$ cat config.mk
export PLATFORM = sky130hd
export DESIGN_NAME = req_dispatch4
export DESIGN_NICKNAME = d
export VERILOG_FILES = /design/src/rtl/req_dispatch4.sv
export SDC_FILE = /design/constraint.sdc
export NUM_CORES = 1
export LEC_CHECK = 0
export CAP_MARGIN = 20
export CORE_MARGIN = 1
export CORE_UTILIZATION = 50
export CTS_BUF_LIST = sky130_fd_sc_hd__clkbuf_16
export DETAILED_ROUTE_END_ITERATION = 8
export GPL_TIMING_DRIVEN = 1
export PLACE_DENSITY = 0.82
export SYNTH_ARGS = -nofsm -noshare
export SYNTH_HDL_FRONTEND = slang
export SYNTH_SLANG_ARGS = --single-unit
$ cat constraint.sdc
create_clock -name clk -period 5.1 [get_ports clk]
set_input_delay 1.02 -clock clk [delete_from_list [all_inputs] [get_ports clk]]
set_output_delay 1.02 -clock clk [all_outputs]
set_load 0.01 [all_outputs]
$ cat src/rtl/req_dispatch4.sv
// req_dispatch4: four-line sticky request collector and dispatcher.
// Latches request pulses, issues one index at a time over valid/ready,
// and counts cycles in which a request hit an already-pending bit.
//
// Ports:
//   clk      rising-edge clock
//   reset    synchronous, active-high reset
//   in       request pulses, bit k from source k
//   ready    consumer accepts pos when valid=1
//   pos      registered index of the dispatched request
//   valid    pos holds a dispatched request
//   pending  registered sticky pending bits
//   drop_cnt saturating count of cycles with at least one drop
//
// Optional feature macro: ROUND_ROBIN_EN
//   defined   -> round-robin selection after the last granted index
//   undefined -> fixed priority, lowest index wins
module req_dispatch4 #(
   parameter int CNT_W = 8
) (
   input  logic             clk,
   input  logic             reset,
   input  logic [3:0]       in,
   input  logic             ready,
   output logic [1:0]       pos,
   output logic             valid,
   output logic [3:0]       pending,
   output logic [CNT_W-1:0] drop_cnt
);

   typedef enum logic {
      IDLE,
      HOLD
   } state_t;

   state_t     state;
   state_t     state_nx;
   logic [1:0] pos_nx;
   logic       hs;
   logic [3:0] grant_clr;
   logic [3:0] remain;
   logic [3:0] pend_nx;
   logic       drop;
   logic [1:0] sel;

   function automatic logic [1:0] sel_fixed(
      input logic [3:0] r
   );
      logic [1:0] idx;
      if (r[0])
         idx = 2'd0;
      else if (r[1])
         idx = 2'd1;
      else if (r[2])
         idx = 2'd2;
      else
         idx = 2'd3;
      return idx;
   endfunction

   assign valid = (state == HOLD);
   assign hs    = valid && ready;

   always_comb begin
      grant_clr = 4'b0000;
      if (hs)
         grant_clr = 4'b0001 << pos;
   end

   assign remain  = pending & ~grant_clr;
   assign pend_nx = remain | in;

   // A set on a bit being granted this cycle is a fresh request,
   // so only bits that stay pending can drop.
   assign drop = |(in & remain);

`ifdef ROUND_ROBIN_EN
   logic [1:0] last_grant;
   logic [1:0] ptr;
   logic [1:0] start;
   logic [7:0] dbl;
   logic [3:0] rot;

   // On a handshake the pointer is about to become pos, so the
   // back-to-back pick already searches from just past pos.
   assign ptr   = hs ? pos : last_grant;
   assign start = ptr + 2'd1;
   assign dbl   = {remain, remain} >> start;
   assign rot   = dbl[3:0];
   assign sel   = sel_fixed(rot) + start;

   always_ff @(posedge clk) begin
      if (reset)
         last_grant <= 2'd3;
      else if (hs)
         last_grant <= pos;
   end
`else
   assign sel = sel_fixed(remain);
`endif

   always_comb begin
      state_nx = state;
      pos_nx   = pos;
      unique case (state)
         IDLE: begin
            if (pending != 4'b0000) begin
               pos_nx   = sel;
               state_nx = HOLD;
            end
         end
         HOLD: begin
            if (ready) begin
               if (remain != 4'b0000)
                  pos_nx = sel;
               else
                  state_nx = IDLE;
            end
         end
         default: state_nx = IDLE;
      endcase
   end

   always_ff @(posedge clk) begin
      if (reset) begin
         state    <= IDLE;
         pos      <= 2'd0;
         pending  <= 4'b0000;
         drop_cnt <= '0;
      end else begin
         state   <= state_nx;
         pos     <= pos_nx;
         pending <= pend_nx;
         if (drop && (drop_cnt != {CNT_W{1'b1}}))
            drop_cnt <= drop_cnt + 1'b1;
      end
   end

endmodule
==> impl_results.md, run 1 <==
* Slew headroom at 46.41%
* Vias in the first global route at 761
* Core Box Area at 0.001506 mm2
* Initial Util at 53.99%
* Post-synth top area share at 36.92%
* Die Y at 42.33 um
* CTS Buffer Depth at 2
* RSZ-0062 raised after global routing: false
* Peak supply drop at 202.8 uV
* R2R depth at 5
* Pwr dens at 325.7 mW/mm2
* Ranking of synthesized cells by area: dfxtp_1 37%, nor2_1 9.7%, a21oi_1 8.0%
* Global-route wire length before repair at 3.201 mm
* Mapped Area at 813.3 um2
* Yosys top cell by area: dfxtp_1
* Die X at 42.33 um
* Clock slew at reported path FFs at 0.05 ns
* Beginning of the critical path: ready
* Number of library cell types mapped by synthesis at 30
* Resize count post-CTS at 0
* Top-count cell post-synth: nor2_1
* Post-CTS Setup Bufs at 0
* Reg2reg end: drop_cnt[7]
* Final Instance Count excl. Fillers at 135
* Placed Cells at 131
* Worst skew pair latency at 0.24 ns
* Root buf cell: clkbuf_16
* Hold WC Path Type: flip-flop to flip-flop
* Sequential share of the synthesized area at 36.92%
* Worst Setup EP: drop_cnt[7]
* EDFF count, synth at 0
* Final worst slack at 2.021 ns
* Max-Cap Viols at 0
* Synthesis-to-finish area growth at 34.62%
* Port-buffer cells at 21
* FP Rows at 14
* Hold buffers post-CTS at 0
* Antenna violations before repair at 0
* Setup TNS Final at 0 ns
* Post-Place Worst Slack at 1.867 ns
* Status: finished clean
* H-tree depth reported by CTS at 1
* Max frequency at 0.3248 GHz
* Setup CP Type: input port to flip-flop
* Final setup fails at 0
* Initial DRC Count at 29
* Cells after Synth at 100
* Routability Congestion at 0.8221
* Lkg Pwr at 0.4064 nW
* Worst slew pin tran at 0.8038 ns
* #FFs+latches synth at 15
* Max FO, Critical Path at 8
* Main synth FF type: dfxtp_1
* CTS buffer count at 3
* N_diodes at 0
* HPWL Detailed at 1.314 mm
* R2r setup slk at 2.91 ns
* Async set or reset register ratio after synthesis at 0%
* # DRC at 0
* WP data required at 5.23 ns
* Pins over their slew limit at 0
* Syn. warnings at 0
* Crit path DAT at 3.20 ns
* Final Hold Vio Count at 0
* CTS Sinks at 15
* Synthesized area per cell at 8.133 um2
* Commonest cells in the netlist: 21 x nor2_1, 15 x dfxtp_1, 13 x a21oi_1, 6 x xnor2_1
* Vias at 800
* Pre-antenna DRT Iters at 4
* CTS tree: done
* Final Skew at 0.003639 ns
* DRT Wirelength at 1.917 mm
* Nets at 128
* Largest net degree at the start of global routing at 18
* Worst setup EP type: flip-flop
* Final worst-path cycle share at 60.37%
* Element type at the critical path start: input port
* Vias per cell at 5.926
* Min cycle time layout at 3.079 ns
* Tot GR Track Use at 23.19%
* Post-DRT Antenna Nets at 0
* Die area at 0.001792 mm2
* Layout cells sized above 1 at 4.202%
* Syn_nets at 108
* Grt ovf at 0
* # IOs at 22
* Total power at 0.3566 mW
* Critical R2R Launch: pos[0]
* Routed WL per cell at 14.20 um
==> stage by stage <==
step	cell area, um2	util [%]	hold slack (ns)
2_1_floorplan	813.3	-	0.5544
3_5_place_dp	1016	67.44	0.5486
3_3_place_gp	1016	67.44	0.5373
5_1_grt	1095	72.67	0.5919
6_report	1095	72.67	0.5587
4_1_cts	1095	72.67	0.5669
==> routing by layer <==
layer	track usage, %	up-vias	share of wire, %
li1	-	396	-
met5	0	-	0
met2	38.46	34	48
met4	10.00	0	1.1
met1	28.11	366	45
met3	6.034	4	6.1
==> critical path, stage by stage <==
cell and delay [ns]:
clkdlybuf4s50_1 0.65, nand4b_4 0.13, a222oi_1 0.76, a21oi_1 0.22
nand2_1 0.11, mux2_1 0.31
==> layout make-up <==
class / instances / area [um2]
Multi-Input combinational cell: 78 / 481.7
Fill cell: 117 / 411.6
Sequential cell: 15 / 300.3
Timing Repair Buffer: 21 / 210.2
Clock buffer: 3 / 75.07
Tap cell: 16 / 20.02
Clock inverter: 1 / 3.754
Inverter: 1 / 3.754
==> sequential cells by signal (all words and copies together), names as in the netlist <==
register,flops
drop_cnt,8
valid,1
pos,2
pending,4
==> power breakdown <==
part           switching (mW)  internal, mW  leakage [nW]
clock                  0.0466         0.104        0.0423
combinational          0.0281        0.0361         0.241
sequential             0.0159         0.126         0.123
==> how the worst min path moves through the flow <==
stage,endpoint,from,cells after the start
finish,drop_cnt[2],drop_cnt[2],2
global route,drop_cnt[7],drop_cnt[7],2
CTS,drop_cnt[2],drop_cnt[2],2
detailed placement,drop_cnt[2],drop_cnt[2],2
global placement,drop_cnt[1],drop_cnt[1],2
floorplan,drop_cnt[1],drop_cnt[1],2
==> kinds of logic after synthesis <==
kind of cell / count (synthesis) / synth area share (%)
adder cells (fa/ha/maj): 1 / 1.538
flip-flops: 15 / 36.92
buffers and inverters: 7 / 3.846
AO/OA/AOI/OAI: 26 / 19.23
XOR/XNOR: 6 / 6.461
multiplexers: 5 / 6.461
AND/OR/NAND/NOR: 40 / 25.54
==> placed cells by master (no fill, tap or decap), drive strengths merged, types with 2 or more instances in the layout <==
cell type	n
nor2	21
clkdlybuf4s50	21
dfxtp	15
a21oi	13
xnor2	6
nand2	5
o21ai	5
mux2i	3
clkbuf	3
and2	3
nand4	2
nand3	2
nand2b	2
inv	2
o32ai	2
nand4b	2
mux2	2
Note: power is estimated with default switching activity, not from simulation.
==> inputs of run 2 (changes only) <==
--- a/config.mk
+++ b/config.mk
@@ -7,11 +7,11 @@
 export LEC_CHECK = 0
 export CAP_MARGIN = 20
 export CORE_MARGIN = 1
-export CORE_UTILIZATION = 50
+export CORE_UTILIZATION = 42
 export CTS_BUF_LIST = sky130_fd_sc_hd__clkbuf_16
 export DETAILED_ROUTE_END_ITERATION = 8
 export GPL_TIMING_DRIVEN = 1
-export PLACE_DENSITY = 0.82
+export PLACE_DENSITY = 0.74
 export SYNTH_ARGS = -nofsm -noshare
 export SYNTH_HDL_FRONTEND = slang
 export SYNTH_SLANG_ARGS = --single-unit
==> constraint.sdc (replaced) <==
create_clock -name clk -period 2.65 [get_ports clk]
set_input_delay 0.53 -clock clk [delete_from_list [all_inputs] [get_ports clk]]
set_output_delay 0.53 -clock clk [all_outputs]
set_load 0.01 [all_outputs]
==> impl_results.md, run 2 (synthesized netlist as in run 1, its figures left out) <==
* Status: finished clean
* Lkg Pwr at 0.4111 nW (+1.1%)
* Peak supply drop at 424.1 uV (+110%)
* Vias per cell at 5.503 (-7.1%)
* Max frequency at 0.4304 GHz
* FILL cells at 180 (+54%)
* Final Hold Vio Count at 0 (unchanged)
* Port-buffer cells at 21 (unchanged)
* Flop pwr share at 39.7% (about the same)
* Setup TNS Final at 0 ns (unchanged)
* Worst slew pin tran at 0.6037 ns (-0.2001 ns)
* Routability Congestion at 0.8772 (+6.7%)
* RSZ-0062 raised after global routing: false
* Worst path max stage delay at 0.67 ns (-0.09 ns)
* Max FO, Critical Path at 8 (unchanged)
* Post-DRT Antenna Nets at 0 (unchanged)
* CTS Sinks at 15 (unchanged)
* Net switching power at 0.1777 mW (+96%)
* Slew headroom at 59.63% (+13 points)
* Initial DRC Count at 24 (-17%)
* CTS tree: done
* Global-route wire length before repair at 3.167 mm (-1.1%)
* Nets at 129 (+0.78%)
* Min cycle time layout at 2.323 ns
* DRT Wirelength at 2.028 mm (+5.8%)
* Final worst slack at 0.3268 ns (-1.694 ns)
* # DRC at 0 (unchanged)
* Biggest registers after layout: drop_cnt: 8 flops, pending: 4 flops, pos: 2 flops
* Die Y at 46.01 um (+8.7%)
* Crit path cell chain: clkdlybuf4s50_1, nand4b_4, a222oi_1, buf_4, a21oi_1, nand2_1, mux2_1
* Final Skew at 0.001048 ns (-0.002591 ns)
* WP data required at 2.78 ns (-2.45 ns)
* Worst setup EP type: flip-flop
* FP Rows at 15 (+1)
* Final setup fails at 0 (unchanged)
* Int Pwr at 0.5138 mW (+93%)
* Die X at 46.01 um (+8.7%)
* Clock slew at reported path FFs at 0.05 ns (about the same)
* Pre-antenna DRT Iters at 4 (unchanged)
* Reg with most FFs: drop_cnt
* Pwr dens at 621.0 mW/mm2 (+91%)
* Sw Ratio at 25.70% (+0.27 points)
* CTS buffer count at 3 (unchanged)
* Element type at the critical path start: input port
* Slowest cell on crit path: clkdlybuf4s50_1
* Post-Place Worst Slack at 0.1254 ns (-1.742 ns)
* Worst skew pair latency at 0.24 ns (about the same)
* # IOs at 22 (unchanged)
* Power share of the clock group at 42.0% (-0.2 points)
* H-tree depth reported by CTS at 1 (unchanged)
* N_diodes at 0 (unchanged)
* Largest net degree at the start of global routing at 18 (unchanged)
* CTS Buffer Depth at 2 (unchanged)
* Total power at 0.6916 mW (+94%)
* Most frequent cells in the layout: 21 x nor2_1, 21 x clkdlybuf4s50_1, 15 x dfxtp_1, 13 x a21oi_1, 6 x xnor2_1
* Max reg flops at 8 (unchanged)
* Tot GR Track Use at 20.91% (-2.3 points)
* Hold buffers post-CTS at 0 (unchanged)
* Synthesis-to-finish area growth at 36.92%
* Initial Util at 46.10% (-7.9 points)
* Combinational power share at 18.3% (+0.3 points)
* Grt ovf at 0 (unchanged)
* Resize count post-CTS at 0 (unchanged)
* Post-CTS Setup Bufs at 0 (unchanged)
* Final worst-path cycle share at 87.67%
* Antenna violations before repair at 0 (unchanged)
* Setup CP Type: input port to flip-flop
* Vias in the first global route at 704 (-7.5%)
* Routed WL per cell at 13.99 um (-1.5%)
* CP bufs+invs at 2 (+1)
* Layout cells sized above 1 at 5.000% (+0.80 points)
* HPWL Detailed at 1.335 mm (+1.6%)
* Max-Cap Viols at 0 (unchanged)
* Root buf cell: clkbuf_16
* Crit path max-delay family: buffers and inverters
* Die area at 0.002116 mm2 (+18%)
* Pins over their slew limit at 0 (unchanged)
* Core Box Area at 0.001764 mm2 (+17%)
* Crit path DAT at 2.45 ns (-0.75 ns)
* Vias at 798 (-0.25%)
* Hold WC Path Type: flip-flop to flip-flop
## run 2: layer usage
metal  wire length (um)  up-vias  share of wire, %  global-route usage (%)
li1                   -      397                 -                       -
met1                868      376                43                   25.66
met2               1052       23                52                   36.90
met3                 97        2               4.8                   3.968
met4                  9        0              0.44                   5.294
met5                  0        -                 0                       0
## run 2: through the flow
step / hold WS (ns) / util [%] / area [um2] / std cells
final: 0.5471 / 63.12 / 1114 / 145
after global routing: 0.5848 / 63.12 / 1114 / 145
after CTS: 0.5527 / 63.12 / 1114 / 145
after detailed placement: 0.5437 / 58.65 / 1035 / 141
after global placement: 0.5229 / 58.65 / 1035 / 141
after floorplan: 0.5544 / - / 813.3 / 100
## run 2: area by class of cell
type / count / area (um2) / area share, %
clock buffers: 3 / 75.07 / 6.742
clock inverters: 1 / 3.754 / 0.3371
inverters: 1 / 3.754 / 0.3371
multi-input cells: 78 / 481.7 / 43.26
flip-flops and latches: 15 / 300.3 / 26.97
well taps: 25 / 31.28 / 2.809
repair buffers: 22 / 217.7 / 19.55
## run 2: power by group through the flow
stage	sequential (mW)	combinational, mW	clock, mW
2_1_floorplan	0.269	0.0790	0
3_3_place_gp	0.277	0.121	0
3_5_place_dp	0.277	0.125	0
4_1_cts	0.274	0.127	0.293
5_1_grt	0.278	0.138	0.307
6_report	0.274	0.127	0.291
## run 2: worst paths after layout
kind,start,end,slack [ns],depth (start not counted)
worst min-delay path,drop_cnt[1],drop_cnt[1],0.55,2
worst min register to register,drop_cnt[1],drop_cnt[1],0.55,2
worst max register to register,pos[0],drop_cnt[7],0.73,6
worst max-delay path,ready,drop_cnt[7],0.33,7
## run 2: worst reg2reg max path: stages, from the launching register on
cell and delay (ns):
dfxtp_1 0.55, nand4b_4 0.16, a222oi_1 0.38, buf_4 0.21, a21oi_1 0.11, nand2_1 0.09
mux2_1 0.31
